[src/rtl/arr_wr_arbiter_pkg.sv]
// Shared defaults and array types for the round-robin write arbiter.
package arr_arb_pkg;

  localparam int NREQ  = 4;
  localparam int DEPTH = 4;
  localparam int WIDTH = 4;

  localparam int              CNT_W   = 8;
  localparam logic [CNT_W-1:0] CNT_MAX = '1;

  typedef logic [WIDTH-1:0]          data_t;
  typedef logic [$clog2(DEPTH)-1:0]  addr_t;
  typedef data_t                     arr_t [DEPTH-1:0];
  typedef logic [DEPTH-1:0][WIDTH-1:0] arr_packed_t;

endpackage

[src/rtl/arr_wr_arbiter_if.sv]
// Valid/ready write request bundle from NREQ requesters to the arbiter.
interface arr_wr_if #(
  parameter int NREQ  = arr_arb_pkg::NREQ,
  parameter int DEPTH = arr_arb_pkg::DEPTH,
  parameter int WIDTH = arr_arb_pkg::WIDTH
);
  import arr_arb_pkg::*;

  localparam int AW = $clog2(DEPTH);

  logic [NREQ-1:0]  req_valid;
  logic [AW-1:0]    req_addr [NREQ-1:0];
  logic [WIDTH-1:0] req_data [NREQ-1:0];
  logic [NREQ-1:0]  req_ready;

  modport master (output req_valid, req_addr, req_data, input req_ready);
  modport slave  (input req_valid, req_addr, req_data, output req_ready);

endinterface

[src/rtl/arr_wr_arbiter_rr_arbiter.sv]
// Combinational round-robin picker: first set request at or after ptr, wrapping.
module rr_arbiter #(
  parameter int NREQ = arr_arb_pkg::NREQ
) (
  input  logic [NREQ-1:0]         req,
  input  logic [$clog2(NREQ)-1:0] ptr,
  output logic [NREQ-1:0]         gnt,
  output logic [$clog2(NREQ)-1:0] gnt_idx
);
  import arr_arb_pkg::*;

  localparam int IW = $clog2(NREQ);

  int   idx;
  logic found;

  always_comb begin
    gnt     = '0;
    gnt_idx = '0;
    found   = 1'b0;
    idx     = 0;
    for (int k = 0; k < NREQ; k++) begin
      idx = int'(ptr) + k;
      if (idx >= NREQ) idx = idx - NREQ;
      if (!found && req[idx]) begin
        gnt[idx] = 1'b1;
        gnt_idx  = IW'(idx);
        found    = 1'b1;
      end
    end
  end

endmodule

[src/rtl/arr_wr_arbiter.sv]
// Shared DEPTH x WIDTH register array written by NREQ requesters under
// round-robin arbitration; contents exposed both unpacked and packed.
module arr_wr_arbiter #(
  parameter int NREQ  = arr_arb_pkg::NREQ,
  parameter int DEPTH = arr_arb_pkg::DEPTH,
  parameter int WIDTH = arr_arb_pkg::WIDTH
) (
  input  logic                        clk,
  input  logic                        rst_n,
  arr_wr_if.slave                     bus,
  output logic [WIDTH-1:0]            arr_q [DEPTH-1:0],
  output logic [DEPTH-1:0][WIDTH-1:0] arr_packed,
  output logic [$clog2(NREQ)-1:0]     last_gnt,
  output logic [7:0]                  wr_cnt
);
  import arr_arb_pkg::*;

  localparam int IW = $clog2(NREQ);
  localparam int AW = $clog2(DEPTH);

  logic [IW-1:0]    ptr_q, ptr_d;
  logic [IW-1:0]    last_gnt_q, last_gnt_d;
  logic [7:0]       wr_cnt_q, wr_cnt_d;
  logic [NREQ-1:0]  gnt;
  logic [IW-1:0]    gnt_idx;
  logic             commit;
  logic [AW-1:0]    wr_addr;
  logic [WIDTH-1:0] wr_data;
  logic [WIDTH-1:0] mem_q [DEPTH-1:0];

  rr_arbiter #(.NREQ(NREQ)) u_rr (
    .req     (bus.req_valid),
    .ptr     (ptr_q),
    .gnt     (gnt),
    .gnt_idx (gnt_idx)
  );

  // Grants are masked while reset is asserted so nothing is accepted mid-reset.
  assign bus.req_ready = rst_n ? gnt : '0;
  assign commit        = |(bus.req_valid & bus.req_ready);
  assign wr_addr       = bus.req_addr[gnt_idx];
  assign wr_data       = bus.req_data[gnt_idx];

  always_comb begin
    ptr_d      = ptr_q;
    last_gnt_d = last_gnt_q;
    wr_cnt_d   = wr_cnt_q;
    if (commit) begin
      ptr_d      = (gnt_idx == IW'(NREQ - 1)) ? '0 : gnt_idx + IW'(1);
      last_gnt_d = gnt_idx;
      if (wr_cnt_q != CNT_MAX) wr_cnt_d = wr_cnt_q + 8'd1;
    end
  end

  always_ff @(posedge clk or negedge rst_n) begin
    if (!rst_n) begin
      ptr_q      <= '0;
      last_gnt_q <= '0;
      wr_cnt_q   <= '0;
    end else begin
      ptr_q      <= ptr_d;
      last_gnt_q <= last_gnt_d;
      wr_cnt_q   <= wr_cnt_d;
    end
  end

  always_ff @(posedge clk or negedge rst_n) begin
    if (!rst_n) begin
      for (int d = 0; d < DEPTH; d++) mem_q[d] <= '0;
    end else if (commit) begin
      mem_q[wr_addr] <= wr_data;
    end
  end

  assign arr_q = mem_q;

  for (genvar g = 0; g < DEPTH; g++) begin : g_pack
    assign arr_packed[g] = mem_q[g];
  end

  assign last_gnt = last_gnt_q;
  assign wr_cnt   = wr_cnt_q;

endmodule

[src/flat_wrapper.sv]
// flat-port wrapper written by rule: the top's interface ports become plain ports
module arr_wr_arbiter_flat import arr_arb_pkg::*;
#(
  parameter int NREQ  = arr_arb_pkg::NREQ,
  parameter int DEPTH = arr_arb_pkg::DEPTH,
  parameter int WIDTH = arr_arb_pkg::WIDTH
)
  (clk, rst_n, arr_q, arr_packed, last_gnt, wr_cnt, bus_req_valid, bus_req_addr, bus_req_data, bus_req_ready);
  arr_wr_if #(.NREQ(NREQ), .DEPTH(DEPTH), .WIDTH(WIDTH)) bus_i ();
  input  logic clk;
  input  logic rst_n;
  output logic [WIDTH-1:0] arr_q[DEPTH-1:0];
  output logic [DEPTH-1:0][WIDTH-1:0] arr_packed;
  output logic [$clog2(NREQ)-1:0] last_gnt;
  output logic [7:0] wr_cnt;
  input wire logic [$bits(bus_i.req_valid)-1:0] bus_req_valid;
  input wire logic [$bits(bus_i.req_addr)-1:0] bus_req_addr;
  input wire logic [$bits(bus_i.req_data)-1:0] bus_req_data;
  output wire logic [$bits(bus_i.req_ready)-1:0] bus_req_ready;
  assign bus_i.req_valid = bus_req_valid;
  assign bus_i.req_addr = {>>{bus_req_addr}};
  assign bus_i.req_data = {>>{bus_req_data}};
  assign bus_req_ready = bus_i.req_ready;
  arr_wr_arbiter #(.NREQ(NREQ), .DEPTH(DEPTH), .WIDTH(WIDTH)) u_core (.clk(clk), .rst_n(rst_n), .bus(bus_i), .arr_q(arr_q), .arr_packed(arr_packed), .last_gnt(last_gnt), .wr_cnt(wr_cnt));
endmodule
[config.mk]
export PLATFORM = sky130hd
export DESIGN_NAME = arr_wr_arbiter_flat
export DESIGN_NICKNAME = d
export VERILOG_FILES = /design/src/rtl/arr_wr_arbiter_pkg.sv /design/src/rtl/arr_wr_arbiter_if.sv /design/src/rtl/arr_wr_arbiter_rr_arbiter.sv /design/src/rtl/arr_wr_arbiter.sv /design/src/flat_wrapper.sv
export SDC_FILE = /design/constraint.sdc
export NUM_CORES = 1
export LEC_CHECK = 0
export CAP_MARGIN = 20
export CORE_ASPECT_RATIO = 1.4
export CORE_MARGIN = 1
export CORE_UTILIZATION = 35
export DETAILED_ROUTE_END_ITERATION = 16
export HOLD_SLACK_MARGIN = 0.1
export PLACE_DENSITY = 0.66
export SYNTH_ARGS = -nofsm -noshare
export SYNTH_HDL_FRONTEND = slang
export SYNTH_SLANG_ARGS = --single-unit
[constraint.sdc]
create_clock -name clk -period 4.2 [get_ports clk]
set_input_delay 0.63 -clock clk [delete_from_list [all_inputs] [get_ports clk]]
set_output_delay 0.63 -clock clk [all_outputs]
set_load 0.005 [all_outputs]
==> results.ini <==
[pwr]
p_per_area_mw_per_mm2 = 780
ir_worst_vdd_mv = 0.400
cellLeakagePower_nw = 1.16

[placement]
routabilityCongestion = 0.791
io_buffer_count = 75
dp_slack_ns = 0.402
dpl.hpwl_mm = 4.04

[logic_synthesis]
netlist_instances = 223
synth-edff-count = 0
synth-async-reset-ratio_pct = 100
yosysTopAreaCellShare_pct = 32.1
yosys_warnings = 0
post_synth_num_cell_types = 49
syn-cell-area_mm2 = 0.00218
yosys-top-cells-area = dfrtp_1 (32%), mux2_2 (10%), buf_4 (5.9%)
synth_seq_cells = 28
synth_top_area_cell = dfrtp_1
synth_area_per_cell_um2 = 9.77
ys.flop_type = dfrtp_1
yosysMostFrequentCell = dfrtp_1
synth_common_cells = dfrtp_1 (28), mux2_2 (20), a21oi_1 (17), buf_4 (17), nor2_1 (12)
yosysSeqAreaShare_pct = 32.1
synth_nets = 258

[global_route]
grt_pass1_vias = 1792
grt.total_usage_pct = 17.3
grt_max_degree = 31
grt_pass1_wl_mm = 8.58
antenna_found_initial = 0
gr-total-overflow = 0

[die]
dieHeight_um = 95.4
core-area_mm2 = 0.00595
die_area_mm2 = 0.00655
placementRows = 33
start_util_pct = 36.7
pin_count = 76
die_x_um = 68.7

[worst_setup_path]
cpMaxStageDelayCell = clkdlybuf4s50_1
max_stage_delay_ns = 0.65
crit_fanout = 15
crit_family = buffers and inverters
endpoint_kind = primary output
crit_chain = clkdlybuf4s50_1 > mux4_2 > nor2b_1 > nor3_1 > a211oi_1 > nor2b_1 > clkdlybuf4s50_1
required_ns = 3.57
r2r_slack_ns = 0.81
startpoint_type = input port
arrival_ns = 3.00
criticalPathCategory = in -> out
crit_buf_inv = 2

[route]
drt_iter0_markers = 113
route.detailed.drc = 0
wire_per_inst_um = 15.2
via_per_inst = 5.36
routed_wl_mm = 5.28
firstDrtPassIters = 6
vias = 1859
antenna_left = 0

[timing]
setup_ws_ns = 0.566
relSlewSlack_pct = 50.3
min_period_ns = 3.63
fin_tns_setup_ns = 0
rsz0062_at_grt = false
tightest_slew_ns = 0.734
fin_crit_sh_pct = 86.5
max_freq_mhz = 275
slew_violations = 0
finClkSkew_ns = 0.00716
hold_viol = 0
final-setup-viol-count = 0

[layout]
syn_to_final_growth_pct = 34.5
diodes = 0
nNetsFinal = 313
final_layout_size_suffix_gt1_share_pct = 14.4

[clock_network]
cts_tree = yes
post-cts-setup-buffers = 0
postCtsHoldBufs = 0
clock-sinks = 28
cts_resized = 0
cts_inserted_buffers = 3
clk_pin_slew_worst_paths_ns = 0.10
cts_buffer_depth = 2
clk_latency_ns = 0.28
clockRootBuffer = clkbuf_8
htreeDepth = 1

[run]
max-cap-violations = 0

[status]
status = finished clean

[min_path]
hold_path.class = reg -> reg

[state kept, by name, indices dropped and copies added (netlist names)]
register,flops
u_core.ptr_q,2
u_core.wr_cnt,8
u_core.arr_packed,16
u_core.last_gnt,2
[power by group]
group          switching, W  internal (W)
clock             0.0000854      0.000128
sequential         0.000123      0.000404
combinational      0.000674      0.000873
[routing by layer]
layer	global-route usage (%)	share of wire, %	vias up
li1	-	-	909
met1	20.1	41	873
met2	31.4	52	75
met3	2.99	6.7	2
met4	5.10	0.57	0
met5	0	0	-
[layout by cell type, fill, tap and decap left out, drive strengths merged, types with 2 or more instances in the layout]
cell	netlist	routed
buf	23	5
nor3	2	2
nand3	7	7
clkbuf	7	3
and3b	3	3
nand2	9	9
and3	3	3
a21oi	18	18
nand4	2	2
nor2	12	12
inv	6	6
a21boi	2	2
mux2i	6	6
mux4	3	3
nor2b	9	9
and2	2	2
dfrtp	28	28
xnor2	4	4
o21ai	4	4
mux2	24	24
a31oi	3	3
ha	5	5
a211oi	2	2
o311ai	7	7
a22oi	2	2
clkdlybuf4s50	0	75
nand3b	7	7
nor3b	7	7
[worst paths after layout]
path	from	depth (start not counted)	endpoint
setup / recovery	bus_req_valid[0]	7	bus_req_ready[1]
setup reg to reg	u_core.ptr_q[0]	9	u_core.arr_packed[11]
hold / removal	u_core.last_gnt[0]	1	u_core.last_gnt[0]
hold reg to reg	u_core.last_gnt[0]	1	u_core.last_gnt[0]
min in group asynchronous	rst_n	2	u_core.wr_cnt[2]
max in group asynchronous	rst_n	2	u_core.arr_packed[5]
[cell type report]
cell class	count	area, um^2
Fill cell	574	3010
Multi-Input combinational cell	159	1260
Timing Repair Buffer	80	788
Sequential cell	28	701
Tap cell	70	87.6
Clock buffer	3	41.3
Clock inverter	1	30.0
Inverter	6	22.5
[logic make-up after synthesis]
family / synth area share [%]
AOI/OAI and AO/OA: 15.2
xor gates and xnor gates: 2.01
adders and majority gates: 2.87
buffers and inverters: 10.6
DFF: 32.1
muxes: 18.9
and+or+nand+nor: 18.3
[through the flow]
step	std cells	cell area [um^2]	util, %	total power, W	hold WS (ns)
6_report	347	2930	49.3	0.00229	0.519
2_1_floorplan	223	2180	-	0.00155	0.334
3_5_place_dp	343	2860	48.1	0.00209	0.498
4_1_cts	347	2930	49.3	0.00231	0.522
5_1_grt	347	2930	49.3	0.00246	0.536
3_3_place_gp	343	2860	48.1	0.00207	0.497
Power figures use the tool's default switching activity.
